**config.mk**
```make
export PLATFORM = sky130hd
export DESIGN_NAME = srom_stream_reader
export DESIGN_NICKNAME = d
export VERILOG_FILES = /design/src/rtl/srom_stream_reader.sv
export SDC_FILE = /design/constraint.sdc
export NUM_CORES = 1
export LEC_CHECK = 0
export CAP_MARGIN = 5
export CORE_ASPECT_RATIO = 0.75
export CORE_MARGIN = 5
export CORE_UTILIZATION = 35
export CTS_CLUSTER_SIZE = 10
export DETAILED_ROUTE_END_ITERATION = 10
export SYNTH_ARGS = -nofsm -noshare
export SYNTH_HDL_FRONTEND = slang
export SYNTH_SLANG_ARGS = --single-unit
```
**constraint.sdc**
```tcl
create_clock -name Clk_In -period 2.62 [get_ports Clk_In]
set_input_delay 0.524 -clock Clk_In [delete_from_list [all_inputs] [get_ports Clk_In]]
set_output_delay 0.524 -clock Clk_In [all_outputs]
set_load 0.01 [all_outputs]
```
**src/rtl/srom_stream_reader.sv**
```systemverilog
// Burst read sequencer for the 16x8 single-port SROM: issues registered reads,
// buffers the returned words in a small FIFO and streams them out with a last marker.
module srom_stream_reader #(
  parameter int DATA_WIDTH = 8,
  parameter int ADDR_WIDTH = 4,
  parameter int FIFO_DEPTH = 4
) (
  input  logic                  Clk_In,
  input  logic                  Reset_In,
  input  logic                  Start_In,
  input  logic [ADDR_WIDTH-1:0] Start_Address_In,
  input  logic [ADDR_WIDTH:0]   Length_In,
  output logic                  Busy_Out,
  output logic                  Done_Out,
  output logic                  Rom_Enable_Out,
  output logic                  Rom_Read_Enable_Out,
  output logic [ADDR_WIDTH-1:0] Rom_Address_Out,
  input  logic [DATA_WIDTH-1:0] Rom_Data_In,
  output logic [DATA_WIDTH-1:0] Data_Out,
  output logic                  Valid_Out,
  input  logic                  Ready_In,
  output logic                  Last_Out
);

  localparam int PTR_W = $clog2(FIFO_DEPTH);
  localparam int CNT_W = PTR_W + 1;
  localparam int LEN_W = ADDR_WIDTH + 1;
  localparam logic [LEN_W-1:0] MAX_LEN   = LEN_W'(2 ** ADDR_WIDTH);
  localparam logic [CNT_W:0]   DEPTH_OCC = (CNT_W + 1)'(FIFO_DEPTH);

  typedef enum logic [1:0] {
    ST_IDLE,
    ST_FETCH,
    ST_DRAIN,
    ST_DONE
  } state_t;

  state_t                  state_q, state_d;
  logic [ADDR_WIDTH-1:0]   addr_q, addr_d;
  logic [LEN_W-1:0]        remaining_q, remaining_d;
  logic                    inflight_q, inflight_d;
  logic                    inflight_last_q, inflight_last_d;
  logic [PTR_W-1:0]        wr_ptr_q, wr_ptr_d;
  logic [PTR_W-1:0]        rd_ptr_q, rd_ptr_d;
  logic [CNT_W-1:0]        count_q, count_d;
  logic [DATA_WIDTH-1:0]   fifo_data_q [FIFO_DEPTH];
  logic [DATA_WIDTH-1:0]   fifo_data_d [FIFO_DEPTH];
  logic [FIFO_DEPTH-1:0]   fifo_last_q, fifo_last_d;

  logic                    fifo_valid;
  logic                    push;
  logic                    pop;
  logic                    issue;
  logic [CNT_W:0]          occupancy;
  logic [LEN_W-1:0]        len_clamped;

  // Stream handshake: a word transfers on a rising edge where Valid_Out and
  // Ready_In are both high; while Valid_Out is high and Ready_In low, the head
  // word (Data_Out, Last_Out) is held unchanged and Valid_Out stays high.
  always_comb begin
    fifo_valid  = (count_q != '0);
    pop         = fifo_valid & Ready_In;
    push        = inflight_q;
    occupancy   = {1'b0, count_q} + {{CNT_W{1'b0}}, inflight_q};
    issue       = (state_q == ST_FETCH) && (remaining_q != '0) && (occupancy < DEPTH_OCC);
    len_clamped = (Length_In > MAX_LEN) ? MAX_LEN : Length_In;
  end

  always_comb begin
    state_d         = state_q;
    addr_d          = addr_q;
    remaining_d     = remaining_q;
    inflight_d      = issue;
    inflight_last_d = issue && (remaining_q == LEN_W'(1));
    unique case (state_q)
      ST_IDLE: begin
        if (Start_In) begin
          if (len_clamped != '0) begin
            remaining_d = len_clamped;
            addr_d      = Start_Address_In;
            state_d     = ST_FETCH;
          end else begin
            state_d = ST_DONE;
          end
        end
      end
      ST_FETCH: begin
        if (issue) begin
          remaining_d = remaining_q - LEN_W'(1);
          addr_d      = addr_q + ADDR_WIDTH'(1);
          if (remaining_q == LEN_W'(1)) state_d = ST_DRAIN;
        end
      end
      ST_DRAIN: begin
        // The last word is the last one pushed, so once it is popped nothing remains.
        if (!inflight_q && pop && fifo_last_q[rd_ptr_q]) state_d = ST_DONE;
      end
      ST_DONE: begin
        state_d = ST_IDLE;
      end
      default: state_d = ST_IDLE;
    endcase
  end

  always_comb begin
    wr_ptr_d    = wr_ptr_q;
    rd_ptr_d    = rd_ptr_q;
    count_d     = count_q;
    fifo_data_d = fifo_data_q;
    fifo_last_d = fifo_last_q;
    if (push) begin
      fifo_data_d[wr_ptr_q] = Rom_Data_In;
      fifo_last_d[wr_ptr_q] = inflight_last_q;
      wr_ptr_d              = wr_ptr_q + PTR_W'(1);
    end
    if (pop) rd_ptr_d = rd_ptr_q + PTR_W'(1);
    unique case ({push, pop})
      2'b10:   count_d = count_q + CNT_W'(1);
      2'b01:   count_d = count_q - CNT_W'(1);
      default: count_d = count_q;
    endcase
  end

  always_ff @(posedge Clk_In) begin
    if (Reset_In) begin
      state_q         <= ST_IDLE;
      addr_q          <= '0;
      remaining_q     <= '0;
      inflight_q      <= 1'b0;
      inflight_last_q <= 1'b0;
      wr_ptr_q        <= '0;
      rd_ptr_q        <= '0;
      count_q         <= '0;
      fifo_last_q     <= '0;
      for (int i = 0; i < FIFO_DEPTH; i++) fifo_data_q[i] <= '0;
    end else begin
      state_q         <= state_d;
      addr_q          <= addr_d;
      remaining_q     <= remaining_d;
      inflight_q      <= inflight_d;
      inflight_last_q <= inflight_last_d;
      wr_ptr_q        <= wr_ptr_d;
      rd_ptr_q        <= rd_ptr_d;
      count_q         <= count_d;
      fifo_last_q     <= fifo_last_d;
      for (int i = 0; i < FIFO_DEPTH; i++) fifo_data_q[i] <= fifo_data_d[i];
    end
  end

  // Read enable also covers the capture cycle, so Rom_Data_In is only sampled while driven.
  always_comb begin
    Busy_Out            = (state_q != ST_IDLE);
    Done_Out            = (state_q == ST_DONE);
    Rom_Enable_Out      = (state_q != ST_IDLE);
    Rom_Read_Enable_Out = issue | inflight_q;
    Rom_Address_Out     = addr_q;
    Data_Out            = fifo_data_q[rd_ptr_q];
    Valid_Out           = fifo_valid;
    Last_Out            = fifo_valid & fifo_last_q[rd_ptr_q];
  end

endmodule
```
==> reports/qor.yml <==
setup_tns_ns: 0
leakagePower_nw: 1.17
io_pins: 39
worstPathMaxFanout: 4
clock.fmax_mhz: 404
finalHoldViolations: 0
grt_max_degree: 44
cts_setup_buffers: 0
finalSetupViolations: 0
swShare_pct: 36.5
cts-root-buf: "clkbuf_8"
grt-ovfl-total: 0
worstPathArrival_ns: 1.95
coreArea_um2: 7880
antenna_found_initial: 0
portBuffers: 38
drive_gt1_share_pct: 10.7
grt_pass1_vias: 2474
yosysUniqueCellTypes: 46
antenna_left: 0
cp.required_ns: 2.10
syn_inst: 329
path_cells: "inv_1 -> ha_2 -> nor4b_4 -> nand2b_1 -> nand2_1 -> clkdlybuf4s50_1"
detail_route.wl_per_cell_um: 15.6
p_int_w: 0.00195
slew_violations: 0
num_vias: 2533
grt_use_total_pct: 15.3
combPwrFrac_pct: 43.4
powerDensity_nw_per_um2: 883
syn_nets: 364
critPathLaunchType: "register"
antenna_cells: 0
area_growth_pct: 23.5
worstMarginPinSlew_ns: 0.593
firstDrtPassIters: 4
cts_hold_buf: 0
drcViolationCount: 0
relSlewSlack_pct: 60.2
clockPowerShare_pct: 21.2
avgSynthCellArea_um2: 8.58
synth_ff_type: "dfxtp_1"
critPathKind: "reg -> out"
place.detailed.hpwl_um: 5190
avgViaCountPerCell: 5.38
final_cell_area_um2: 3480
netlist_area_um2: 2820
cts_tree: "done"
die_w_um: 114
gp_congestion: 0.785
start_util_pct: 35.8
cts_inserted_buffers: 5
finClkSkew_ns: 0.00774
rsz0062_at_grt: "no"
core.rowCount: 28
cp_num_buf_inv: 2
cpMaxStageDelayCell: "clkdlybuf4s50_1"
cts.clk_slew.worst_paths_ns: 0.10
first_iter_violations: 111
async_reset_ff_share_pct: 0
worstHoldPathType: "reg -> reg"
maxCapViolations: 0
min_period_ns: 2.48
cp_slowest_stage_delay_ns: 0.49
clockBufferDepth: 2
dieArea_um2: 9980
cts.htree.levels: 2
die_height_um: 87.8
insertion_delay_ns: 0.31
outcome: "complete, no violations"
endpoint_kind: "output port"
dpl-instance-area_um2: 3340
yosys_warnings: 0
fillerInstances: 783
wirelength_um: 7330
switchingPower_w: 0.00112
p_seq_share_pct: 35.4
clock_sinks: 56
vdd_drop_max_uv: 328
seq_area_frac_synth_pct: 39.7
synth-edff-count: 0
ys_ff_latch: 56
cpLargestDelayFamily: "buffers and inverters"
grt_first_pass_wirelength_um: 12200
nets: 401
post-route-period-util_pct: 94.6
==> cell usage in the layout, fill, tap and decap left out, types with 2 or more instances in the layout <==
cell type and count:
a2111oi_0 2, ha_1 12, clkdlybuf4s50_1 37, o221a_2 2, nand2_1 52, nor4_1 6
buf_4 12, bufinv_16 2, nand2b_1 4, a21oi_1 44, xor2_1 3, o21ai_0 3
inv_1 16, nor2_1 12, or3_1 2, mux4_2 8, and3_1 3, o32ai_1 4
o21ai_1 2, o21a_1 3, mux2i_1 3, clkbuf_8 5, dfxtp_1 55, o2111a_1 2
nor3_1 4, a31oi_1 4, nand3_1 40, xnor2_1 2
==> kinds of logic after synthesis <==
kind of cell / after synthesis / synth area share (%)
adder cells (fa/ha/maj): 14 / 6.47
AO/OA/AOI/OAI: 74 / 17.0
multiplexers: 12 / 7.85
AND/OR/NAND/NOR: 131 / 22.2
flip-flops: 56 / 39.7
buffers and inverters: 37 / 5.19
XOR/XNOR: 5 / 1.55
==> per-stage QoR <==
stage	power [W]	utilization (%)	worst slack (ns)	std cells	hold slack [ns]
6_report	0.00308	44.2	0.142	471	0.458
5_1_grt	0.00328	44.2	0.0120	471	0.480
4_1_cts	0.00306	44.0	0.0134	471	0.459
3_5_place_dp	0.00239	42.3	0.117	464	0.445
3_3_place_gp	0.00238	42.3	0.202	464	0.438
2_1_floorplan	0.00194	-	0.651	329	0.433
==> sequential cells by signal, indices dropped and copies added, names as in the netlist <==
name and cells:
rd_ptr_q 2, remaining_q 5, fifo_data_q 32, fifo_last_q 4, wr_ptr_q 2, Rom_Address_Out 4, inflight_last_q 1, state_q 2
count_q 3, inflight_q 1
==> tightest hold or removal path: cells and delay by family (launching register included) <==
kind               cells  cell delay [ns]
and+or+nand+nor        1             0.05
AOI/OAI and AO/OA      1             0.05
DFF                    1             0.32
==> cell usage after synthesis, drive strengths merged (2+ instances only) <==
cell	instances	area [um^2]
dfxtp	56	1120
nand2	52	195
a21oi	44	220
nand3	40	200
inv	16	60.1
clkbuf	14	52.6
ha	13	163
nor2	12	45.0
mux4	8	180
buf	6	30.0
nor4	6	37.5
o21ai	5	25.0
a31oi	4	25.0
and3	4	30.0
nand2b	4	25.0
nor3	4	20.0
o32ai	4	35.0
mux2i	3	30.0
o21a	3	22.5
xor2	3	26.3
a2111oi	2	17.5
a211oi	2	20.0
nor4b	2	17.5
o2111a	2	22.5
o221a	2	22.5
or3	2	12.5
xnor2	2	17.5
==> power groups by stage <==
stage	registers (W)	clock network [W]	logic, W
2_1_floorplan	0.00108	0	0.000864
3_3_place_gp	0.00109	0	0.00129
3_5_place_dp	0.00109	0	0.00130
4_1_cts	0.00108	0.000674	0.00131
5_1_grt	0.00111	0.000698	0.00148
6_report	0.00109	0.000652	0.00134
==> layer usage <==
metal | GRT usage [%] | wire length (um) | vias to the layer above
met5 | 0 | 0 | -
met1 | 21.4 | 3590 | 1198
li1 | - | - | 1244
met4 | 5.46 | 105 | 0
met2 | 24.2 | 3180 | 81
met3 | 2.21 | 455 | 10
==> path summary, 6_finish.rpt <==
path / startpoint / endpoint / slack [ns] / cells after the start
worst max-delay path: remaining_q[1] / Rom_Read_Enable_Out / 0.14 / 6
worst min-delay path: fifo_data_q[15] / fifo_data_q[15] / 0.46 / 2
worst min register to register: fifo_data_q[15] / fifo_data_q[15] / 0.46 / 2
worst max register to register: count_q[0] / count_q[2] / 0.61 / 7
==> cell type report <==
class	instances	area [um^2]	area share, %
Inverter	17	63.8	1.83
Multi-Input combinational cell	236	1570	45.1
Timing Repair Buffer	50	465	13.4
Sequential cell	56	1120	32.2
Clock inverter	2	60.1	1.72
Clock buffer	5	68.8	1.98
Tap cell	105	131	3.77
==> what timing repair did <==
action	in CTS	in global routing
resized for setup	1	3
hold endpoints to repair	0	0
setup endpoints to repair	1	1
Power figures use the tool's default switching activity.
